[config.mk]
export PLATFORM = sky130hd
export DESIGN_NAME = lsu_mem_bridge
export DESIGN_NICKNAME = d
export VERILOG_FILES = /design/src/rtl/lsu_mem_bridge.sv
export SDC_FILE = /design/constraint.sdc
export NUM_CORES = 1
export LEC_CHECK = 0
export CAP_MARGIN = 40
export CORE_MARGIN = 3
export CORE_UTILIZATION = 45
export DETAILED_ROUTE_END_ITERATION = 12
export GPL_TIMING_DRIVEN = 0
export PLACE_DENSITY = 0.87
export SYNTH_ARGS = -nofsm -noshare
export SYNTH_HDL_FRONTEND = slang
export SYNTH_SLANG_ARGS = --single-unit
[constraint.sdc]
create_clock -name clk -period 5.6 [get_ports clk]
set_input_delay 1.12 -clock clk [delete_from_list [all_inputs] [get_ports clk]]
set_output_delay 1.12 -clock clk [all_outputs]
set_load 0.01 [all_outputs]
[src/rtl/lsu_mem_bridge.sv]
// Load/store bridge: datapath address/data -> aligned word bus access with byte enables and load extension.
// Latency: 1 (IDLE) + N (REQ, ready on Nth) + 1 (DONE); misaligned 2; timeout TIMEOUT+2.
// Backpressure: holds stall while the bus withholds mem_ready; aborts with bus_err after TIMEOUT REQ cycles.
module lsu_mem_bridge #(
    parameter int unsigned TIMEOUT = 16
) (
    input  logic        clk,
    input  logic        rst,
    input  logic        req_valid,
    input  logic        req_we,
    input  logic [1:0]  req_size,
    input  logic        req_unsigned,
    input  logic [31:0] req_addr,
    input  logic [31:0] req_wdata,
    output logic [31:0] rdata,
    output logic        stall,
    output logic        misalign,
    output logic        bus_err,
    output logic        mem_valid,
    input  logic        mem_ready,
    output logic        mem_we,
    output logic [31:0] mem_addr,
    output logic [3:0]  mem_be,
    output logic [31:0] mem_wdata,
    input  logic [31:0] mem_rdata
);

    typedef enum logic [1:0] {IDLE, REQ, DONE} state_t;

    state_t      state, state_nxt;
    logic [7:0]  cnt;
    logic [31:0] addr_q, wdata_q, rdata_q;
    logic        we_q, uns_q;
    logic [1:0]  size_q, off_q;
    logic [3:0]  be_q;

    logic        aligned;
    logic [3:0]  be_c;
    logic [31:0] wdata_c;
    logic [15:0] shifted;
    logic [31:0] load_ext;
    logic        accept, bad, timeout_hit;

    always_comb begin
        aligned = 1'b0;
        be_c    = 4'b0000;
        wdata_c = req_wdata;
        case (req_size)
            2'b00: begin
                aligned = 1'b1;
                be_c    = 4'b0001 << req_addr[1:0];
                wdata_c = {4{req_wdata[7:0]}};
            end
            2'b01: begin
                aligned = ~req_addr[0];
                be_c    = req_addr[1] ? 4'b1100 : 4'b0011;
                wdata_c = {2{req_wdata[15:0]}};
            end
            2'b10: begin
                aligned = (req_addr[1:0] == 2'b00);
                be_c    = 4'b1111;
            end
            default: aligned = 1'b0;
        endcase
    end

    assign accept      = (state == IDLE) && req_valid && aligned;
    assign bad         = (state == IDLE) && req_valid && !aligned;
    // Ready on the final allowed cycle takes priority over the abort.
    assign timeout_hit = (state == REQ) && !mem_ready && (cnt == 8'(TIMEOUT - 1));

    assign shifted = 16'(mem_rdata >> {off_q, 3'b000});

    always_comb begin
        case (size_q)
            2'b00:   load_ext = {{24{~uns_q & shifted[7]}}, shifted[7:0]};
            2'b01:   load_ext = {{16{~uns_q & shifted[15]}}, shifted};
            default: load_ext = mem_rdata;
        endcase
    end

    always_comb begin
        state_nxt = state;
        case (state)
            IDLE: begin
                if (accept)   state_nxt = REQ;
                else if (bad) state_nxt = DONE;
            end
            REQ: begin
                if (mem_ready || timeout_hit) state_nxt = DONE;
            end
            DONE:    state_nxt = IDLE;
            default: state_nxt = IDLE;
        endcase
    end

    always_ff @(posedge clk or negedge rst) begin
        if (!rst) begin
            state   <= IDLE;
            cnt     <= 8'd0;
            addr_q  <= 32'd0;
            wdata_q <= 32'd0;
            rdata_q <= 32'd0;
            we_q    <= 1'b0;
            uns_q   <= 1'b0;
            size_q  <= 2'b00;
            off_q   <= 2'b00;
            be_q    <= 4'b0000;
        end else begin
            state <= state_nxt;
            if (accept) begin
                addr_q  <= {req_addr[31:2], 2'b00};
                wdata_q <= wdata_c;
                be_q    <= be_c;
                we_q    <= req_we;
                uns_q   <= req_unsigned;
                size_q  <= req_size;
                off_q   <= req_addr[1:0];
                cnt     <= 8'd0;
            end else if (bad) begin
                rdata_q <= 32'd0;
            end else if (state == REQ) begin
                if (mem_ready) begin
                    if (!we_q) rdata_q <= load_ext;
                end else if (timeout_hit) begin
                    rdata_q <= 32'd0;
                end else begin
                    cnt <= cnt + 8'd1;
                end
            end
        end
    end

    assign stall     = req_valid && (state != DONE);
    assign misalign  = bad;
    assign bus_err   = timeout_hit;
    assign rdata     = rdata_q;
    assign mem_valid = (state == REQ);
    assign mem_we    = mem_valid && we_q;
    assign mem_addr  = addr_q;
    assign mem_be    = be_q;
    assign mem_wdata = wdata_q;

endmodule

==> metrics.log <==
[metrics] Cells on Worst Hold Path: 2
[metrics] final standard cell area without fillers: 8175 um2
[metrics] vias in the first global route: 5124
[metrics] number of synthesized flops with an enable pin: 0
[metrics] filler cell count in the final layout: 830
[metrics] area taken by multi-input logic gates: 2282 um2
[metrics] Die Width: 114.9 um
[metrics] Resized Gates After CTS: 0
[metrics] mean routed wirelength per cell: 19.62 um
[metrics] Worst Max-Slew Pin Slew: 0.9097 ns
[metrics] core area: 11520 um2
[metrics] final net count: 797
[metrics] die boundary height: 114.9 um
[metrics] NetSw: 1.112 mW
[metrics] master cell of the clock root buffer: sky130_fd_sc_hd__clkbuf_16
[metrics] combinational family with the most area after synthesis: multiplexers
[metrics] met2 WL: 8147 um
[metrics] worst hold-check path type: reg -> reg
[metrics] Crit path required time: 4.48 ns
[metrics] area fraction in compound gates after synthesis: 0.1527
[metrics] share of cell area taken by muxes after synthesis: 0.1612
[metrics] total via count after detailed routing: 4837
[metrics] count of unresolved DRC violations after routing: 0
[metrics] total die area: 13200 um2
[metrics] count of nets left with antenna violations after detail routing: 0
[metrics] non-filler cells, final: 847
[metrics] cts bufs inserted: 17
[metrics] power share of the sequential group: 0.341
[metrics] overall power after layout: 3.707 mW
[metrics] count of input and output buffers: 203
[metrics] max-slew violation count: 0
[metrics] Pre-antenna DRT Iters: 5
[metrics] met1 routed wirelength after detailed routing: 6197 um
[metrics] number of flip-flops and latches in the synthesized netlist: 114
[metrics] RSZ-0062 raised after global routing: no
[metrics] total length of routed wires: 16620 um
[metrics] final worst clock skew: 0.009271 ns
[metrics] Final TNS setup: 0 ns
[metrics] largest net degree at the start of global routing: 44
[metrics] highest fanout seen on the critical path: 4
[metrics] leakage component of the power: 3.509 nW
[metrics] category of the worst setup path launch point: input pin
[metrics] register area share after synthesis: 0.5348
[metrics] outcome: finished, final reports clean
[metrics] number of placement rows: 39
[metrics] combinational power share: 0.365
[metrics] fraction of power consumed by the clock network: 0.293
[metrics] Worst-Skew Late Latency: 0.41 ns
[metrics] hold-fix buffers at CTS: 0
[metrics] via density per instance: 5.711
[metrics] first-pass GRT wire length: 26470 um
[metrics] number of setup buffers added after CTS: 0
[metrics] number of top-level design ports: 209
[metrics] fraction of the cycle the final worst path needs: 0.7394
[metrics] fraction of synthesized cell area in xor and xnor cells: 0.006568
[metrics] register clock-pin slew on the reported worst setup and hold paths: 0.05 ns
[metrics] switch share: 0.3000
[metrics] worst-case headroom to the max-slew limit: 0.3913
[metrics] Internal: 2.595 mW
[metrics] Synthesis Warnings: 0
[metrics] placed wire-length estimate: 12570 um
[metrics] dpl cell area: 7586 um2
[metrics] Max rail drop VDD: 0.2877 mV
[metrics] most frequent cells in the layout: 202 x sky130_fd_sc_hd__clkdlybuf4s50_1, 114 x sky130_fd_sc_hd__dfrtp_1, 46 x sky130_fd_sc_hd__o21ai_0
[metrics] kind of critical path: in -> out
[metrics] Simple-Gate Fraction of Synth Area: 0.1037
[metrics] grt total ovfl: 0
[metrics] Synth-to-Final Area Change: 53.27%
[metrics] buffer depth of the longest clock path: 2
[metrics] kind of end point of the critical path: output pin
[metrics] Mapped Area: 5334 um2
[metrics] maximum level of the CTS H-tree: 4
[metrics] share of post-route cells with drive strength above 1: 0.1378
[metrics] number of violations of the max-capacitance limit: 0
[metrics] clock sink total: 114
[metrics] Routability Congestion: 0.8831
[metrics] cell count of the worst reg-to-reg path: 5
[metrics] highest metal layer with signal wires: met4
[metrics] detailed-routed wire length on met3: 1694 um
[metrics] DRC marker count from the first detailed-route iteration: 390
[metrics] clock tree from TritonCTS: done
[metrics] Fmax: 241.5 MHz
[metrics] effective utilization at floorplan: 0.4632
[metrics] number of antenna violations at the first check in global routing: 0
[metrics] top_reg_cell synth: sky130_fd_sc_hd__dfrtp_1
[metrics] Post-Syn Area per Cell: 11.42 um2
[metrics] DP Cell Count: 816
[metrics] Antenna diodes: 0
[metrics] leading cell type in the layout, fill and taps excluded: sky130_fd_sc_hd__clkdlybuf4s50_1
[metrics] power density over the cells: 453.5 nW/um2
[metrics] register area: 2853 um2
[metrics] fraction of synthesis flops using an asynchronous set or reset pin: 1.000
[metrics] overall track demand over capacity in global routing: 0.2579
[metrics] number of failing setup endpoints in the final timing report: 0
[metrics] post-synth cell types: 50
[metrics] synthesized instance count: 467
[metrics] minimum clock period after layout: 4.141 ns
[metrics] post-synthesis share of cell area spent on full adders, half adders and majority gates: 0.002346
[metrics] final hold violations: 0
[metrics] WP data arrival: 3.02 ns
## final timing paths
path	start	endpoint	slack [ns]
worst max-delay path	req_valid	misalign	1.46
worst min-delay path	mem_wdata[28]	mem_wdata[28]	0.48
worst max register to register	state[1]	mem_addr[30]	3.31
worst min register to register	mem_wdata[28]	mem_wdata[28]	0.48
max in group asynchronous	rst	mem_wdata[14]	4.38
min in group asynchronous	rst	cnt[4]	0.66
## layout make-up
cell class | instances | area share
clock buffer | 26 | 0.05984
sequential | 114 | 0.3489
multi-input combinational | 313 | 0.2792
buffer | 34 | 0.02158
clock inverter | 5 | 0.01224
tap | 143 | 0.02189
inverter | 7 | 0.003214
timing repair buffer | 205 | 0.2531
## critical path: stages
cell                              delay, ns
sky130_fd_sc_hd__clkdlybuf4s50_1       0.48
sky130_fd_sc_hd__or3b_1                0.44
sky130_fd_sc_hd__nor3_2                0.35
sky130_fd_sc_hd__clkdlybuf4s50_1       0.63
## layer usage
layer / vias to the layer above / track usage
li1: 2164 / -
met1: 2335 / 0.2956
met2: 284 / 0.4275
met3: 54 / 0.09368
met4: 0 / 0.1268
met5: - / 0
## kinds of logic (layout without fill, tap and decap cells)
kind of cell,after synthesis,in the layout
adders and majority gates,1,1
muxes,79,79
AOI/OAI and AO/OA,117,117
DFF,114,114
xor gates and xnor gates,4,4
and+or+nand+nor,110,110
other,1,2
buffers and inverters,41,277
## cell usage after synthesis, types with 2 or more instances
master	instances	area, um2
sky130_fd_sc_hd__a221o_1	23	230.2
sky130_fd_sc_hd__nand2_1	42	157.7
sky130_fd_sc_hd__and2_1	2	12.51
sky130_fd_sc_hd__nand3_1	6	30.03
sky130_fd_sc_hd__nor3_1	3	15.01
sky130_fd_sc_hd__o21ai_0	46	230.2
sky130_fd_sc_hd__buf_4	4	30.03
sky130_fd_sc_hd__inv_1	6	22.52
sky130_fd_sc_hd__nor3b_1	2	15.01
sky130_fd_sc_hd__o2bb2ai_1	7	61.31
sky130_fd_sc_hd__nor2b_1	3	18.77
sky130_fd_sc_hd__mux2_2	45	506.7
sky130_fd_sc_hd__xnor2_1	3	26.28
sky130_fd_sc_hd__clkbuf_1	16	60.06
sky130_fd_sc_hd__a22oi_1	3	22.52
sky130_fd_sc_hd__nand2b_1	8	50.05
sky130_fd_sc_hd__nor2_1	24	90.09
sky130_fd_sc_hd__nor4_1	2	12.51
sky130_fd_sc_hd__a32oi_1	2	17.52
sky130_fd_sc_hd__or3b_1	2	17.52
sky130_fd_sc_hd__dfrtp_1	114	2853
sky130_fd_sc_hd__mux2i_1	33	330.3
sky130_fd_sc_hd__nor3_2	3	30.03
sky130_fd_sc_hd__buf_1	2	7.510
sky130_fd_sc_hd__buf_6	3	33.78
sky130_fd_sc_hd__a21oi_1	19	95.09
sky130_fd_sc_hd__a221oi_1	7	61.31
sky130_fd_sc_hd__and3_1	7	43.79
sky130_fd_sc_hd__buf_2	9	45.04
## sequential cells by signal, indices dropped and copies added (netlist names)
| register | cells |
|---|---|
| mem_be | 4 |
| size_q | 2 |
| uns_q | 1 |
| mem_wdata | 32 |
| mem_addr | 30 |
| rdata | 32 |
| off_q | 2 |
| cnt | 8 |
| state | 2 |
| we_q | 1 |
## through the flow
| step | hold slack [ns] | utilization | setup WS [ns] |
|---|---|---|---|
| final | 0.4779 | 0.7099 | 1.459 |
| after CTS | 0.4810 | 0.7099 | 1.476 |
| after floorplan | 0.4857 | - | 2.646 |
| after global routing | 0.4985 | 0.7099 | 1.397 |
| after detailed placement | 0.4702 | 0.6587 | 1.481 |
| after global placement | 0.4643 | 0.6555 | -0.8121 |
## power groups by stage
stage / Clock, mW / Sequential, mW / Combinational (mW)
floorplan: 0 / 1.37 / 0.478
global placement: 0 / 1.26 / 1.31
detailed placement: 0 / 1.27 / 1.35
CTS: 1.10 / 1.27 / 1.36
global route: 1.14 / 1.30 / 1.45
finish: 1.09 / 1.27 / 1.35
No activity file was read; power rests on OpenSTA's default activity.
